`config.mk`:
```
export PLATFORM = sky130hd
export DESIGN_NAME = axi_ar_arbiter
export DESIGN_NICKNAME = d
export VERILOG_FILES = /design/src/rtl/axi_ar_arbiter.sv
export SDC_FILE = /design/constraint.sdc
export NUM_CORES = 1
export LEC_CHECK = 0
export BUFFER_PORTS_ARGS = -buffer_cell sky130_fd_sc_hd__buf_4
export CORE_UTILIZATION = 34
export CTS_BUF_LIST = sky130_fd_sc_hd__clkbuf_4
export DETAILED_ROUTE_END_ITERATION = 8
export GPL_TIMING_DRIVEN = 0
export MAX_ROUTING_LAYER = met4
export PLACE_DENSITY = 0.77
export SETUP_SLACK_MARGIN = 0.1
export SLEW_MARGIN = 15
export SYNTH_ARGS = -nofsm -noshare
export SYNTH_HDL_FRONTEND = slang
export SYNTH_SLANG_ARGS = --single-unit
```
`constraint.sdc`:
```
create_clock -name clk -period 2.4 [get_ports clk]
set_clock_uncertainty 0.05 [all_clocks]
set_input_delay 0.12 -clock clk [delete_from_list [all_inputs] [get_ports clk]]
set_output_delay 0.12 -clock clk [all_outputs]
set_load 0.1 [all_outputs]
```
`src/rtl/axi_ar_arbiter.sv`:
```
// Two-master round-robin arbiter for the AXI AR channel, with per-master outstanding-read caps.
// Latency: the grant is registered, so ARVALID_S rises one cycle after an eligible request; ARREADY_S to ARREADY_Mx is combinational.
// Backpressure: a granted master is held until its AR handshake completes; a master at its cap is not granted until RDONE frees a slot.
module axi_ar_arbiter #(
  parameter int ID_WIDTH   = 4,
  parameter int ADDR_WIDTH = 32,
  parameter int MAX_OUTS   = 4
) (
  input  logic                  clk,
  input  logic                  rst,
  input  logic [ID_WIDTH-1:0]   ARID_M0,
  input  logic [ADDR_WIDTH-1:0] ARADDR_M0,
  input  logic [3:0]            ARLEN_M0,
  input  logic [2:0]            ARSIZE_M0,
  input  logic [1:0]            ARBURST_M0,
  input  logic                  ARVALID_M0,
  output logic                  ARREADY_M0,
  input  logic                  RDONE_M0,
  input  logic [ID_WIDTH-1:0]   ARID_M1,
  input  logic [ADDR_WIDTH-1:0] ARADDR_M1,
  input  logic [3:0]            ARLEN_M1,
  input  logic [2:0]            ARSIZE_M1,
  input  logic [1:0]            ARBURST_M1,
  input  logic                  ARVALID_M1,
  output logic                  ARREADY_M1,
  input  logic                  RDONE_M1,
  output logic [ID_WIDTH:0]     ARID_S,
  output logic [ADDR_WIDTH-1:0] ARADDR_S,
  output logic [3:0]            ARLEN_S,
  output logic [2:0]            ARSIZE_S,
  output logic [1:0]            ARBURST_S,
  output logic                  ARVALID_S,
  input  logic                  ARREADY_S
);

  typedef enum logic [1:0] {IDLE, GNT0, GNT1} state_t;

  typedef struct packed {
    logic [ID_WIDTH-1:0]   id;
    logic [ADDR_WIDTH-1:0] addr;
    logic [3:0]            len;
    logic [2:0]            size;
    logic [1:0]            burst;
  } ar_t;

  localparam logic [3:0] OUTS_CAP = 4'(MAX_OUTS);

  state_t     state, state_nxt;
  logic       prio;
  logic [3:0] outs0, outs1;
  ar_t        req0, req1, sel;
  logic       gnt_idx;
  logic       elig0, elig1;
  logic       hs0, hs1;

  assign req0 = {ARID_M0, ARADDR_M0, ARLEN_M0, ARSIZE_M0, ARBURST_M0};
  assign req1 = {ARID_M1, ARADDR_M1, ARLEN_M1, ARSIZE_M1, ARBURST_M1};

  // Eligibility uses the counters as registered before this edge.
  assign elig0 = ARVALID_M0 && (outs0 < OUTS_CAP);
  assign elig1 = ARVALID_M1 && (outs1 < OUTS_CAP);

  assign hs0 = (state == GNT0) && ARVALID_M0 && ARREADY_S;
  assign hs1 = (state == GNT1) && ARVALID_M1 && ARREADY_S;

  always_comb begin
    state_nxt  = state;
    sel        = '0;
    gnt_idx    = 1'b0;
    ARVALID_S  = 1'b0;
    ARREADY_M0 = 1'b0;
    ARREADY_M1 = 1'b0;
    case (state)
      IDLE: begin
        if (elig0 && elig1) state_nxt = prio ? GNT1 : GNT0;
        else if (elig0)     state_nxt = GNT0;
        else if (elig1)     state_nxt = GNT1;
      end
      GNT0: begin
        sel        = req0;
        ARVALID_S  = ARVALID_M0;
        ARREADY_M0 = ARREADY_S;
        if (hs0) state_nxt = IDLE;
      end
      GNT1: begin
        sel        = req1;
        gnt_idx    = 1'b1;
        ARVALID_S  = ARVALID_M1;
        ARREADY_M1 = ARREADY_S;
        if (hs1) state_nxt = IDLE;
      end
      default: state_nxt = IDLE;
    endcase
  end

  assign ARID_S    = {gnt_idx, sel.id};
  assign ARADDR_S  = sel.addr;
  assign ARLEN_S   = sel.len;
  assign ARSIZE_S  = sel.size;
  assign ARBURST_S = sel.burst;

  // A completion arriving with nothing outstanding is dropped, so it never cancels an issue.
  function automatic logic [3:0] outs_upd(input logic [3:0] cur, input logic inc, input logic done);
    logic dec;
    dec = done && (cur != 4'd0);
    case ({inc, dec})
      2'b10:   outs_upd = cur + 4'd1;
      2'b01:   outs_upd = cur - 4'd1;
      default: outs_upd = cur;
    endcase
  endfunction

  always_ff @(posedge clk) begin
    if (!rst) begin
      state <= IDLE;
      prio  <= 1'b0;
      outs0 <= 4'd0;
      outs1 <= 4'd0;
    end else begin
      state <= state_nxt;
      if (hs0)      prio <= 1'b1;
      else if (hs1) prio <= 1'b0;
      outs0 <= outs_upd(outs0, hs0, RDONE_M0);
      outs1 <= outs_upd(outs1, hs1, RDONE_M1);
    end
  end

endmodule

```
==> run metrics, run 1 <==
post-route clock period utilization 93.74%; CTS clk-pin slew, worst paths 0.07 ns; I/O Buffers 145; DRC viols 0; ys async rst share 0%; row count 23; Congestion Overflow GR 0; CP startpoint state[0]$_SDFFE_PN0P_; first-pass GRT wire length 7403 um; Final min period 2.250 ns; Ys Warns 0; critical hold path startpoint rst; top cells by count, synth nor2b_1, a22oi_1, nand2_1; first-pass iteration count of the detailed router 4; Synth top area share 23.43%; Worst Tran Pin Value 0.5027 ns; hold depth 2; Post-Syn Area per Cell 7.559 um2; clk buf depth 2; top post-synthesis cells by area a22oi_1, nor2b_1, dfxtp_1; initial antenna violation count 0; hold_buf cts 0; Pwr Total 1.935 mW; Leakage Power 1.291 nW; fin util 70.88%; largest net degree at the start of global routing 11; Clock Latency Late Sink 0.27 ns; Final #Nets 455; Yosys reg bits 11; area leader, netlist a22oi_1; placed cell count 390; Initial Util 36.07%; mapped cell area 1474 um2; Worst Path Max Fanout 4; Worst Hold Class in -> reg; CTS tree done; VDD IR-drop max 0.4403 mV; leading cell type by number of instances after synthesis nor2b_1; crit end category flop; Placer Congestion 0.8150; worst hold slack 0.1055 ns; Area Overhead vs Synth 96.52%; post-synth net total 301; CTS Root Cell clkbuf_4; Post-synth top flop dfxtp_1; WP data required 2.55 ns; Total Wirelength 5601 um; status finished, final reports clean; count of non-filler cells in the finished layout 398; fillcell total 340; worst reg2reg startpoint state[0]$_SDFFE_PN0P_; detailed-route wire length per cell 14.07 um; sequential share of the synthesized area 14.94%; Critical Path Source Type flop; antenna-violating nets left 0; 1st-iter DRT viols 91; via count 2,031; Vias/cell 5.103; number of flops mapped to enable cells by yosys 0; die width 67.84 um; clk sinks 11; Core Area 4086 um2; boundary pin count 146; DIE HEIGHT 67.84 um; post-DP HPWL 4474 um; Worst R2R Path Depth 12; H-tree levels 1; Rel. slew slack 66.49%; vias in the first global route 1,658; CTS Buf Count 3; Total GRT Usage 21.35%; final setup vio count 0; Max Slew Vio Count 0; power per cell area 667.9 nW/um2; Cell variety after synth 29; Cells after Synth 195; fmax 444.5 MHz; Die Footprint 4602 um2; max-cap violation count 0; RSZ-0062 raised after global routing yes; Final Hold Viols 0; WP data arrival 2.40 ns; fraction of layout cells with a size suffix above 1 64.66%; Crit Path Class reg -> reg; diode count 0
-- repair_timing --
item / 4_1_cts / 5_1_grt
pin swaps: 1 / 1
endpoints found under the setup margin: 4 / 42
setup buffers: 2 / 3
resized for setup: 13 / 12
-- layout make-up --
class	instances	area [um2]	share of cell area, %
multi-input cells	165	1350	46.61
plain buffers	16	98.84	3.413
flip-flops and latches	11	221.5	7.646
clock buffers	4	30.03	1.037
repair buffers	150	1126	38.88
inverters	2	7.507	0.2592
well taps	50	62.56	2.160
-- state kept, by name (all words and copies together), names as in the netlist --
| name | cells |
|---|---|
| outs0 | 4 |
| outs1 | 4 |
| prio | 1 |
| state | 2 |
-- stage by stage --
stage | setup WS (ns) | area, um2 | TNS, ns
2_1_floorplan | -0.1551 | 1599 | -0.1551
3_3_place_gp | -0.1002 | 2750 | -0.1674
3_5_place_dp | -0.1498 | 2750 | -0.2369
4_1_cts | 0.09848 | 2849 | 0
5_1_grt | 0.05127 | 2897 | 0
6_report | 0.1503 | 2897 | 0
-- path summary, 6_finish.rpt --
| path | endpoint | slack (ns) |
|---|---|---|
| min | outs1[2]$_SDFFE_PN0P_ | 0.11 |
| max | outs1[2]$_SDFFE_PN0P_ | 0.15 |
| max reg2reg | outs1[2]$_SDFFE_PN0P_ | 0.15 |
| min reg2reg | prio$_SDFFE_PN0P_ | 0.41 |
-- worst max-delay path, stage by stage, from the launching register on --
cell      delay, ns
dfxtp_2        0.38
inv_1          0.07
ha_2           0.19
buf_6          0.12
and2_4         0.14
nand2_4        0.08
ha_4           0.16
xor2_1         0.16
ha_2           0.19
a21oi_2        0.04
xor2_1         0.16
or3_1          0.30
a21boi_1       0.15
-- per-layer routing --
metal	GRT usage [%]	vias to the layer above	share of wire, %
li1	-	1022	-
met1	23.90	925	38
met2	38.61	82	52
met3	5.833	2	9.2
met4	2.604	0	0.34
met5	-	-	0
-- layout by cell type, fill, tap and decap left out, types with 5 or more instances in the layout --
cell,netlist,final
nor2b_2,0,46
mux2i_1,6,6
nand2_1,12,11
a22oi_1,46,46
o21ai_0,5,5
dfxtp_1,11,10
buf_4,1,151
-- logic make-up after synthesis --
| logic type | share of synthesized area [%] |
|---|---|
| buffers and inverters | 5.688 |
| adders and majority gates | 7.640 |
| DFF | 14.94 |
| xor gates and xnor gates | 3.565 |
| and+or+nand+nor | 32.00 |
| muxes | 4.075 |
| AOI/OAI and AO/OA | 32.09 |
-- where the power goes --
part	switching [mW]	internal, mW	total [mW]
clock	0.0599	0.0756	0.135
combinational	1.01	0.567	1.58
sequential	0.0212	0.200	0.221
total	1.09	0.843	1.93
(Power assumes the default switching activity.)
==> run 2, diff against run 1 <==
Settings changed: RECOVER_POWER from default to 50.
==> run metrics, run 2 (synthesis results as in run 1) <==
largest net degree at the start of global routing 11; placed cell count 390; Worst Path Max Fanout 10; biggest regs outs0 (4), outs1 (4), state (2); boundary pin count 146; Worst Hold Class in -> reg; commonest non-fill, non-tap cell in the layout buf_4; Crit Path Class reg -> reg; count of non-filler cells in the finished layout 398; Final Hold Viols 0; reg2reg setup slack 0.15 ns; CTS Root Cell clkbuf_4; Placer Congestion 0.8150; Total Wirelength 5586 um; status finished, final reports clean; met3 WL 527 um; CTS tree done; Core Area 4086 um2; diode count 0; Area Overhead vs Synth 92.70%; Vias/cell 5.106; storage element area 221.5 um2; Leakage Power 1.280 nW; met2 WL post-DR 2908 um; WP data arrival 2.40 ns; DRC viols 0; Worst Tran Pin Value 0.5529 ns; Final #Nets 455; WP data required 2.55 ns; Initial Util 36.07%; Final min period 2.252 ns; detailed-route wire length per cell 14.04 um; via count 2,032; Congestion Overflow GR 0; Pwr Total 1.907 mW; antenna-violating nets left 0; fin util 69.50%; multi-input logic area 1350 um2; fraction of layout cells with a size suffix above 1 64.08%; initial antenna violation count 0; fillcell total 353; crit end category flop; CTS clk-pin slew, worst paths 0.07 ns; first-pass GRT wire length 7403 um; worst hold slack 0.1055 ns; Rel. slew slack 63.30%; Highest Signal Layer met4; Critical Path Source Type flop; row count 23; wire length on met1 2130 um; Max Slew Vio Count 0; Total GRT Usage 21.35%; hold_buf cts 0; fmax 444.0 MHz; DIE HEIGHT 67.84 um; I/O Buffers 145; power per cell area 671.3 nW/um2; vias in the first global route 1,658; max-cap violation count 0; VDD IR-drop max 0.4401 mV; clk sinks 11; H-tree levels 1; Die Footprint 4602 um2; post-route clock period utilization 93.84%; CTS Buf Count 3; setup_tns 0 ns; commonest cells after routing, fill and taps aside buf_4, a22oi_1, nor2b_2, buf_2, clkbuf_2; first-pass iteration count of the detailed router 4; 1st-iter DRT viols 95; post-DP HPWL 4474 um; RSZ-0062 raised after global routing yes; die width 67.84 um; final setup vio count 0; Clock Latency Late Sink 0.27 ns; clk buf depth 2
## run 2: area by class of cell
cell class,count,area share [%]
plain buffers,16,3.480
well taps,50,2.203
inverters,2,0.2643
repair buffers,150,37.67
multi-input cells,165,47.53
clock buffers,4,1.057
flip-flops and latches,11,7.797
## run 2: worst max-delay path, cell delays in order (launching register included)
cell and delay [ns]:
dfxtp_1 0.33, inv_1 0.12, ha_4 0.17, buf_6 0.10, buf_8 0.12, nand3_2 0.12, ha_4 0.20, xor2_1 0.14
ha_1 0.20, a21oi_2 0.12, xor2_1 0.08, or3_1 0.30, a21boi_1 0.13
## run 2: worst paths after layout
check                             start               endpoint  cells after the start
hold / removal                      rst  outs1[2]$_SDFFE_PN0P_                      2
setup / recovery  state[1]$_SDFFE_PN0P_  outs0[2]$_SDFFE_PN0P_                     12
setup reg to reg  state[1]$_SDFFE_PN0P_  outs0[2]$_SDFFE_PN0P_                     12
hold reg to reg       prio$_SDFFE_PN0P_      prio$_SDFFE_PN0P_                      2
## run 2: stage by stage
stage / cell area (um2) / setup WS, ns
2_1_floorplan: 1599 / -0.1551
3_3_place_gp: 2750 / -0.1002
3_5_place_dp: 2750 / -0.1498
4_1_cts: 2849 / 0.09848
5_1_grt: 2840 / 0.04439
6_report: 2840 / 0.1479
## run 2: power breakdown
group	switching, mW	internal [mW]
sequential	0.0205	0.200
clock	0.0599	0.0756
combinational	1.01	0.542
## run 2: timing repair
item / 4_1_cts / 5_1_grt
endpoints found under the setup margin: 4 / 42
setup buffers: 2 / 3
gates resized for setup: 13 / 12
pin swaps: 1 / 1
## run 2: per-layer routing
| layer | vias to the layer above | GRT usage (%) |
|---|---|---|
| met3 | 2 | 5.833 |
| met2 | 85 | 38.61 |
| met5 | - | - |
| li1 | 1022 | - |
| met1 | 923 | 23.90 |
| met4 | 0 | 2.604 |
==> run 3, diff against run 2 <==
Settings changed: CTS_BUF_LIST sky130_fd_sc_hd__clkbuf_4 to sky130_fd_sc_hd__clkbuf_2, PLACE_DENSITY 0.77 to default, PLACE_DENSITY_LB_ADDON from default to 0.2.
==> run metrics, run 3 (synthesis results as in run 1) <==
status finished, final reports clean; Highest Signal Layer met4; RSZ-0062 raised after global routing yes; fmax 442.3 MHz; Crit Path Class reg -> reg; H-tree levels 1; detailed-route wire length per cell 14.60 um; Vias/cell 5.143; initial antenna violation count 0; DRC viols 0; storage element area 224.0 um2; Worst Hold Class in -> reg; power per cell area 665.7 nW/um2; Total GRT Usage 23.01%; CTS tree done; Pwr Total 1.891 mW; Final min period 2.261 ns; Die Footprint 4602 um2; clk sinks 11; clk buf depth 2; biggest regs outs0 (4), outs1 (4), state (2); Worst Path Max Fanout 10; Initial Util 36.07%; Area Overhead vs Synth 92.70%; final setup vio count 0; Worst Tran Pin Value 1.204 ns; Max Slew Vio Count 0; die width 67.84 um; multi-input logic area 1360 um2; VDD IR-drop max 0.3914 mV; Placer Congestion 0.7862; boundary pin count 146; Leakage Power 1.277 nW; worst hold slack 0.07633 ns; fraction of layout cells with a size suffix above 1 64.37%; met3 WL 560 um; antenna-violating nets left 0; max-cap violation count 0; met2 WL post-DR 3014 um; 1st-iter DRT viols 65; vias in the first global route 1,851; pre-CTS setup slack -0.1162 ns; Congestion Overflow GR 0; row count 23; Core Area 4086 um2; hold_buf cts 0; crit end category flop; first-pass iteration count of the detailed router 4; via count 2,047; CTS Buf Count 3; Total Wirelength 5812 um; Final Hold Viols 0; post-route clock period utilization 94.21%; CTS clk-pin slew, worst paths 0.11 ns; commonest non-fill, non-tap cell in the layout buf_4; Final #Nets 455; Rel. slew slack 20.10%; first-pass GRT wire length 7907 um; I/O Buffers 145; WP data arrival 2.42 ns; diode count 0; wire length on met1 2146 um; fillcell total 355; final worst slack 0.1390 ns; Critical Path Source Type flop; WP data required 2.56 ns; CTS Root Cell clkbuf_2; commonest cells after routing, fill and taps aside buf_4, a22oi_1, nor2b_2, buf_2, clkbuf_2; DIE HEIGHT 67.84 um; Clock Latency Late Sink 0.27 ns; post-DP HPWL 4724 um; largest net degree at the start of global routing 11
-- run 3: area by class of cell --
type	count	area share, %
flip-flops and latches	11	7.885
multi-input cells	165	47.89
repair buffers	150	37.58
plain buffers	16	3.480
well taps	50	2.203
clock buffers	4	0.7048
inverters	2	0.2643
-- run 3: final timing paths --
kind | startpoint | to | slack (ns) | cells after the start
max | state[1]$_SDFFE_PN0P_ | outs0[2]$_SDFFE_PN0P_ | 0.14 | 12
min | rst | outs1[2]$_SDFFE_PN0P_ | 0.08 | 2
max reg2reg | state[1]$_SDFFE_PN0P_ | outs0[2]$_SDFFE_PN0P_ | 0.14 | 12
min reg2reg | prio$_SDFFE_PN0P_ | prio$_SDFFE_PN0P_ | 0.41 | 2
-- run 3: per-layer routing --
layer | vias to the layer above | GRT usage (%)
met2 | 89 | 41.58
met1 | 933 | 24.63
met3 | 8 | 5.667
met4 | 0 | 6.771
met5 | - | -
li1 | 1017 | -
-- run 3: stage by stage --
step	area (um2)	std cells	TNS, ns	util, %
2_1_floorplan	1599	195	-0.1551	-
3_3_place_gp	2750	390	-0.1666	67.30
3_5_place_dp	2750	390	-0.2134	67.30
4_1_cts	2816	394	0	68.92
5_1_grt	2840	398	0	69.50
6_report	2840	398	0	69.50
-- run 3: repair_timing --
item                                   4_1_cts  5_1_grt
endpoints found under the hold margin        0        0
setup buffers                                0        5
pin swaps                                    1        0
setup endpoints to repair                    2       44
gates resized for setup                     10       18
-- run 3: power by group --
| group | internal (mW) | switching [mW] | leakage [nW] |
|---|---|---|---|
| Clock | 0.0442 | 0.0657 | 0.0166 |
| Sequential | 0.201 | 0.0229 | 0.0898 |
| Combinational | 0.547 | 1.01 | 1.17 |
| Total | 0.792 | 1.10 | 1.28 |
-- run 3: worst max-delay path: stages, from the launching register on --
cell	delay, ns
dfxtp_1	0.41
inv_2	0.07
ha_4	0.17
buf_6	0.13
buf_8	0.14
nand3_4	0.10
ha_4	0.17
xor2_1	0.16
ha_1	0.18
a21oi_2	0.04
xor2_1	0.15
or3_1	0.30
a21boi_1	0.14
